--- src/rtl/pb_io_router_pkg.sv ---
// rtl/pb_io_router_pkg.sv - shared register map constants and types for the PicoBlaze I/O router
package pb_io_router_pkg;

    // Per-channel register offsets within a channel's four-address window
    localparam logic [1:0] OFF_RX   = 2'd0;
    localparam logic [1:0] OFF_TX   = 2'd1;
    localparam logic [1:0] OFF_STAT = 2'd2;
    localparam logic [1:0] OFF_CTRL = 2'd3;

    // Status byte bit positions
    localparam int ST_RX_PRESENT   = 0;
    localparam int ST_TX_FULL      = 1;
    localparam int ST_HOLD_VALID   = 2;
    localparam int ST_RX_UNDERFLOW = 3;
    localparam int ST_TX_DROP      = 4;
    localparam int ST_IRQ_EN       = 5;

    // Control byte bit positions
    localparam int CTRL_CLEAR_BIT  = 0;
    localparam int CTRL_IRQ_EN_BIT = 1;

    // Fixed GPIO port numbers
    localparam logic [7:0] GPIO_IN_PORT  = 8'h00;
    localparam logic [7:0] GPIO_OUT_PORT = 8'h01;

    // One-entry TX holding register states
    typedef enum logic {
        TX_EMPTY = 1'b0,
        TX_HELD  = 1'b1
    } tx_state_e;

    // Absolute port_id of register 'off' of channel 'chan'
    function automatic logic [7:0] chan_addr(input logic [7:0] base, input int chan,
                                             input logic [1:0] off);
        return base + 8'(chan * 4) + {6'b000000, off};
    endfunction

endpackage

--- src/rtl/pb_uart_chan.sv ---
// rtl/pb_uart_chan.sv - per-channel TX holding register, sticky flags and irq enable
module pb_uart_chan
    import pb_io_router_pkg::*;
(
    input  logic       clk,
    input  logic       reset,
    input  logic       rx_rd_i,
    input  logic       rx_present_i,
    input  logic       tx_wr_i,
    input  logic       ctrl_wr_i,
    input  logic [7:0] wr_data_i,
    input  logic       tx_full_i,
    output logic       rx_ack_o,
    output logic [7:0] tx_data_o,
    output logic       tx_write_o,
    output logic [7:0] status_o,
    output logic       irq_en_o
);

    tx_state_e  state_q, state_d;
    logic [7:0] hold_q, hold_d;
    logic       underflow_q, underflow_d;
    logic       drop_q, drop_d;
    logic       irq_en_q, irq_en_d;
    logic       rx_ack_q, rx_ack_d;
    logic       drain;
    logic       drop_set;

    // State register for the holding FSM, sticky flags and the RX acknowledge pulse
    always_ff @(posedge clk) begin
        if (reset) begin
            state_q     <= TX_EMPTY;
            hold_q      <= 8'h00;
            underflow_q <= 1'b0;
            drop_q      <= 1'b0;
            irq_en_q    <= 1'b0;
            rx_ack_q    <= 1'b0;
        end else begin
            state_q     <= state_d;
            hold_q      <= hold_d;
            underflow_q <= underflow_d;
            drop_q      <= drop_d;
            irq_en_q    <= irq_en_d;
            rx_ack_q    <= rx_ack_d;
        end
    end

    // Next-state logic: holding register drain/accept/drop, sticky set-over-clear, control loads
    always_comb begin
        state_d     = state_q;
        hold_d      = hold_q;
        underflow_d = underflow_q;
        drop_d      = drop_q;
        irq_en_d    = irq_en_q;
        rx_ack_d    = rx_rd_i;
        drop_set    = 1'b0;
        // A held byte never leaves while reset is asserted; it is simply lost
        drain       = (state_q == TX_HELD) && !tx_full_i && !reset;
        tx_write_o  = 1'b0;

        case (state_q)
            TX_EMPTY: begin
                if (tx_wr_i) begin
                    state_d = TX_HELD;
                    hold_d  = wr_data_i;
                end
            end
            TX_HELD: begin
                if (drain) begin
                    tx_write_o = 1'b1;
                    // The slot frees on this edge, so a concurrent write refills it
                    if (tx_wr_i) begin
                        hold_d = wr_data_i;
                    end else begin
                        state_d = TX_EMPTY;
                    end
                end else if (tx_wr_i) begin
                    drop_set = 1'b1;
                end
            end
            default: state_d = TX_EMPTY;
        endcase

        if (ctrl_wr_i) begin
            irq_en_d = wr_data_i[CTRL_IRQ_EN_BIT];
            if (wr_data_i[CTRL_CLEAR_BIT]) begin
                underflow_d = 1'b0;
                drop_d      = 1'b0;
            end
        end
        // Events are applied after the clear so a coincident set survives
        if (rx_rd_i && !rx_present_i) begin
            underflow_d = 1'b1;
        end
        if (drop_set) begin
            drop_d = 1'b1;
        end
    end

    // Status byte assembly
    always_comb begin
        status_o                  = 8'h00;
        status_o[ST_RX_PRESENT]   = rx_present_i;
        status_o[ST_TX_FULL]      = tx_full_i;
        status_o[ST_HOLD_VALID]   = (state_q == TX_HELD);
        status_o[ST_RX_UNDERFLOW] = underflow_q;
        status_o[ST_TX_DROP]      = drop_q;
        status_o[ST_IRQ_EN]       = irq_en_q;
    end

    assign rx_ack_o  = rx_ack_q;
    assign tx_data_o = hold_q;
    assign irq_en_o  = irq_en_q;

endmodule

--- src/rtl/pb_io_router.sv ---
// rtl/pb_io_router.sv - PicoBlaze port decoder routing GPIO and multiple UART channels
module pb_io_router
    import pb_io_router_pkg::*;
#(
    parameter int         CHANNELS  = 2,
    parameter logic [7:0] BASE_ADDR = 8'h10
) (
    input  logic                  clk,
    input  logic                  reset,
    input  logic [7:0]            port_id,
    input  logic                  read_strobe,
    input  logic                  write_strobe,
    input  logic [7:0]            out_port,
    output logic [7:0]            in_port,
    input  logic [7:0]            gpio_in,
    output logic [7:0]            gpio_out,
    input  logic [8*CHANNELS-1:0] rx_data,
    input  logic [CHANNELS-1:0]   rx_present,
    output logic [CHANNELS-1:0]   rx_ack,
    output logic [8*CHANNELS-1:0] tx_data,
    output logic [CHANNELS-1:0]   tx_write,
    input  logic [CHANNELS-1:0]   tx_full,
    output logic                  irq
);

    logic [7:0]                in_port_q, in_port_d;
    logic [7:0]                gpio_out_q, gpio_out_d;
    logic                      irq_q, irq_d;
    logic [CHANNELS-1:0]       rx_rd;
    logic [CHANNELS-1:0]       tx_wr;
    logic [CHANNELS-1:0]       ctrl_wr;
    logic [CHANNELS-1:0]       irq_en;
    logic [CHANNELS-1:0][7:0]  status;

    // Strobe decode into per-channel register events
    always_comb begin
        rx_rd   = '0;
        tx_wr   = '0;
        ctrl_wr = '0;
        for (int c = 0; c < CHANNELS; c++) begin
            rx_rd[c]   = read_strobe  && (port_id == chan_addr(BASE_ADDR, c, OFF_RX));
            tx_wr[c]   = write_strobe && (port_id == chan_addr(BASE_ADDR, c, OFF_TX));
            ctrl_wr[c] = write_strobe && (port_id == chan_addr(BASE_ADDR, c, OFF_CTRL));
        end
    end

    // Read mux: write-only and unmapped addresses fall through to zero
    always_comb begin
        in_port_d = 8'h00;
        if (port_id == GPIO_IN_PORT) begin
            in_port_d = gpio_in;
        end
        for (int c = 0; c < CHANNELS; c++) begin
            if (port_id == chan_addr(BASE_ADDR, c, OFF_RX)) begin
                in_port_d = rx_data[8*c +: 8];
            end
            if (port_id == chan_addr(BASE_ADDR, c, OFF_STAT)) begin
                in_port_d = status[c];
            end
        end
    end

    // GPIO output load and interrupt aggregation
    always_comb begin
        gpio_out_d = gpio_out_q;
        if (write_strobe && (port_id == GPIO_OUT_PORT)) begin
            gpio_out_d = out_port;
        end
        irq_d = |(rx_present & irq_en);
    end

    // Registered read data, LED register and interrupt line
    always_ff @(posedge clk) begin
        if (reset) begin
            in_port_q  <= 8'h00;
            gpio_out_q <= 8'h00;
            irq_q      <= 1'b0;
        end else begin
            in_port_q  <= in_port_d;
            gpio_out_q <= gpio_out_d;
            irq_q      <= irq_d;
        end
    end

    assign in_port  = in_port_q;
    assign gpio_out = gpio_out_q;
    assign irq      = irq_q;

    for (genvar c = 0; c < CHANNELS; c++) begin : g_chan
        pb_uart_chan u_chan (
            .clk          (clk),
            .reset        (reset),
            .rx_rd_i      (rx_rd[c]),
            .rx_present_i (rx_present[c]),
            .tx_wr_i      (tx_wr[c]),
            .ctrl_wr_i    (ctrl_wr[c]),
            .wr_data_i    (out_port),
            .tx_full_i    (tx_full[c]),
            .rx_ack_o     (rx_ack[c]),
            .tx_data_o    (tx_data[8*c +: 8]),
            .tx_write_o   (tx_write[c]),
            .status_o     (status[c]),
            .irq_en_o     (irq_en[c])
        );
    end

endmodule

--- config.mk ---
export PLATFORM = sky130hd
export DESIGN_NAME = pb_io_router
export DESIGN_NICKNAME = d
export VERILOG_FILES = /design/src/rtl/pb_io_router_pkg.sv /design/src/rtl/pb_uart_chan.sv /design/src/rtl/pb_io_router.sv
export SDC_FILE = /design/constraint.sdc
export NUM_CORES = 1
export LEC_CHECK = 0
export BUFFER_PORTS_ARGS = -buffer_cell sky130_fd_sc_hd__buf_4
export CORE_UTILIZATION = 42
export DETAILED_ROUTE_END_ITERATION = 10
export GPL_TIMING_DRIVEN = 0
export PLACE_DENSITY = 0.76
export SYNTH_ARGS = -nofsm -noshare
export SYNTH_HDL_FRONTEND = slang
export SYNTH_SLANG_ARGS = --single-unit
export TNS_END_PERCENT = 100
--- constraint.sdc ---
create_clock -name clk -period 1.2 [get_ports clk]
set_input_delay 0.06 -clock clk [delete_from_list [all_inputs] [get_ports clk]]
set_output_delay 0.06 -clock clk [all_outputs]
set_load 0.005 [all_outputs]
==> results.yml <==
power_and_ir_drop:
  vdd_ir_drop_max_mv: 0.6206
  power_density_nw_per_um2: 967.1
  power.static_leakage_nw: 1.388
die:
  initial_utilization_pct: 45.26
  fp.dieW_um: 68.83
  floorplan.rows: 23
  core_region_area_um2: 4144
  dieHeight_um: 68.83
  die_area_um2: 4737
  i_o_pin_cnt: 85
synth:
  avgSynthCellArea_um2: 9.194
  flop_and_latch_count_out_of_synthesis: 43
  syn_nets: 252
  post_synth_inst_count: 204
  yosys_warnings: 0
  synth_seq_area_share_pct: 45.90
  cell_variety_after_synth: 32
  mappedNetlistArea_um2: 1876
clocking:
  clockBufferDepth: 2
  numCtsBuffers: 5
  cts.hold.buffers_added: 0
  cts_tree: "done"
  clk_pin_slew_worst_paths_ns: 0.08
  cts.sinks: 43
  cts.htree.levels: 2
  clk-insertion-delay-late_ns: 0.30
  clockRootBuffer: "sky130_fd_sc_hd__clkbuf_8"
setup_path:
  critical_path_class: "in2out"
  cp-startpoint: "reset"
  endpoint: "tx_write[0]"
  critPathMaxStageDelay_ns: 0.34
  timing.critical_path.cells: "buf_4 > clkbuf_1 > clkbuf_2 > nor3b_1 > buf_4 > buf_4"
  setup.worst_path.end_class: "output port"
  worstSetupStartpointType: "input port"
  cpMostUsedCell: "sky130_fd_sc_hd__buf_4"
  critical_path.reg2reg.endpoint: "g_chan[0].u_chan.tx_data_o[7]"
  cp_max_fo: 10
  ff2ff_setup_slack_ns: 0.13
  cp.required_ns: 1.14
  timing.rr.start: "g_chan[0].u_chan.state_q"
  crit_arrival_ns: 1.15
  timing.critical_path.slowest_stage_cell: "sky130_fd_sc_hd__clkbuf_1"
  rr_worst_depth: 4
routing:
  wire_per_inst_um: 14.51
  dr.pass1.iters: 4
  vias_post_dr: 1840
  route.detailed.drc: 0
  iter_0_drt_violations: 100
  route.final.wire_length_mm: 5.079
  vias_per_cell: 5.257
  post_route_antenna_net_violation_count: 0
timing:
  setup_viol_count_final: 1
  layout_setup_ws_ns: -0.005494
  maxSlewViolCount: 0
  rsz_0062_raised_after_global_routing: "yes"
  timing_hold_violations_final: 0
  slew_headroom_pct: 65.24
  worstMarginPinSlew_ns: 0.5214
  timing.fmax_mhz: 829.5
  layout_worst_path_cycle_share_pct: 100.5
  fin_worst_hold_slack_ns: 0.01185
  finalWorstPathRequiredPeriod_ns: 1.205
  timing.clock.skew_ns: 0.005875
  fin_setup_tns_ns: -0.005494
cells_and_area:
  layout.nets: 347
  layout_common_cells: "92 x sky130_fd_sc_hd__buf_4, 42 x sky130_fd_sc_hd__dfxtp_1, 39 x sky130_fd_sc_hd__nor2_1"
  area_growth_pct: 46.30
  design_area_um2: 2744
  layout_commonest_cell: "sky130_fd_sc_hd__buf_4"
  final_cells: 350
  final_layout_size_suffix_gt1_share_pct: 38.67
  antenna_cells_inserted: 0
placed_design:
  dpl-instance-area_um2: 2584
  place.detailed.hpwl_mm: 3.647
  dp_cell_count: 338
  place_congestion: 0.7724
  buffer_ports.inserted: 84
run_status:
  violations: "negative setup slack"
  status: "complete, but fails checks"
global_route:
  grt_pass1_wl_mm: 7.417
  met2_usage_pct: 34.68
  top_usage_layer: "met2"
  grt_antenna_before_repair: 0
  groute.layer.met1.usage_pct: 25.48
  met3_layer_usage_reported_by_global_route_pct: 8.224
  grt_max_degree: 14
  global_route.usage.total_pct: 21.64
  globalRouteOverflowTotal: 0
  grt_pass1_vias: 1648
job:
  maxcap_viol_count: 0
worst_hold_path:
  hold_class: "in2reg"
## critical path: cells and delay by family
family	cells	cell delay, ns
AND/OR/NAND/NOR	1	0.09
buffers and inverters	5	0.99
## synth_stat cells (all sizes together)
cell type / instances / area, um2
nand3b: 1 / 7.510
nand3: 8 / 40.04
or3b: 1 / 8.760
nand2: 12 / 45.04
nor4: 1 / 12.51
a21oi: 4 / 20.02
nand4b: 1 / 8.760
buf: 5 / 35.03
a21o: 2 / 15.01
nor4b: 1 / 23.77
nand2b: 2 / 12.51
and4: 1 / 8.760
a31oi: 2 / 12.51
nor2: 40 / 150.1
and3: 1 / 6.260
nor2b: 3 / 18.77
o21a: 2 / 15.01
and3b: 1 / 8.760
mux2: 4 / 45.04
mux2i: 28 / 280.3
inv: 1 / 3.750
nand4: 2 / 25.02
nor3b: 1 / 7.510
o21ai: 9 / 45.04
dfxtp: 43 / 860.8
and2: 1 / 6.260
o2bb2ai: 1 / 8.760
a22oi: 7 / 52.55
clkbuf: 9 / 33.78
nor3: 8 / 40.04
o32ai: 2 / 17.52
## worst min path at each step
stage          cells past startpoint                       endpoint  slack, ns        start
6_report                           3                    gpio_out[2]       0.01  out_port[2]
5_1_grt                            3  g_chan[1].u_chan.tx_data_o[3]       0.02  out_port[3]
4_1_cts                            3  g_chan[1].u_chan.tx_data_o[4]      0.007  out_port[4]
3_5_place_dp                       3                    gpio_out[2]       0.32  out_port[2]
3_3_place_gp                       3  g_chan[1].u_chan.tx_data_o[6]       0.31  out_port[6]
2_1_floorplan                      2      g_chan[0].u_chan.irq_en_o       0.20  out_port[1]
## report_power, final
part	internal, mW	switching [mW]	total, mW
Clock	0.407	0.505	0.912
Sequential	1.43	0.00102	1.43
Combinational	0.163	0.150	0.313
## metrics by stage
stage          power, mW  util (%)  setup slack, ns
2_1_floorplan      1.579         -         -0.04338
3_3_place_gp       1.755     62.35          -0.4338
3_5_place_dp       1.758     62.35          -0.4319
4_1_cts            2.660     64.55          -0.1141
5_1_grt            2.769     66.21          -0.1241
6_report           2.653     66.21        -0.005494
## logic make-up (layout without fill, tap and decap cells)
| logic type | after synthesis | after routing | synth area share (%) |
|---|---|---|---|
| flops | 43 | 43 | 45.90 |
| mux | 32 | 32 | 17.34 |
| buf+inv | 15 | 111 | 3.869 |
| compound gates | 29 | 29 | 9.939 |
| simple gates | 85 | 85 | 22.95 |
## cell type report
class                           instances  area, um2
Buffer                                 14      78.83
Clock buffer                            6      72.57
Clock inverter                          2      12.51
Fill cell                             355       1400
Inverter                                1      3.754
Multi-Input combinational cell        146      991.0
Sequential cell                        43      862.1
Tap cell                               50      62.56
Timing Repair Buffer                   88      660.6
## state kept, by name, indices dropped and copies added (netlist names)
signal and count:
g_chan.u_chan.tx_data_o 16, gpio_out 8, in_port 8, g_chan.u_chan.drop_q 2, g_chan.u_chan.irq_en_o 2, g_chan.u_chan.rx_ack_o 2
g_chan.u_chan.state_q 2, g_chan.u_chan.underflow_q 2, irq 1
## what timing repair did
| item | in CTS | in global routing |
|---|---|---|
| buffers inserted | 0 | 4 |
| gates resized for setup | 2 | 13 |
| endpoints found under the setup margin | 25 | 30 |
| pin swaps | 0 | 4 |
## layer usage
metal | share of wire (%) | wire (um) | vias up
met5 | 0 | 0 | -
met4 | 1.6 | 82 | 0
met3 | 13 | 663 | 11
met2 | 44 | 2240 | 94
met1 | 41 | 2093 | 834
li1 | - | - | 901
No activity file was read; power rests on OpenSTA's default activity.
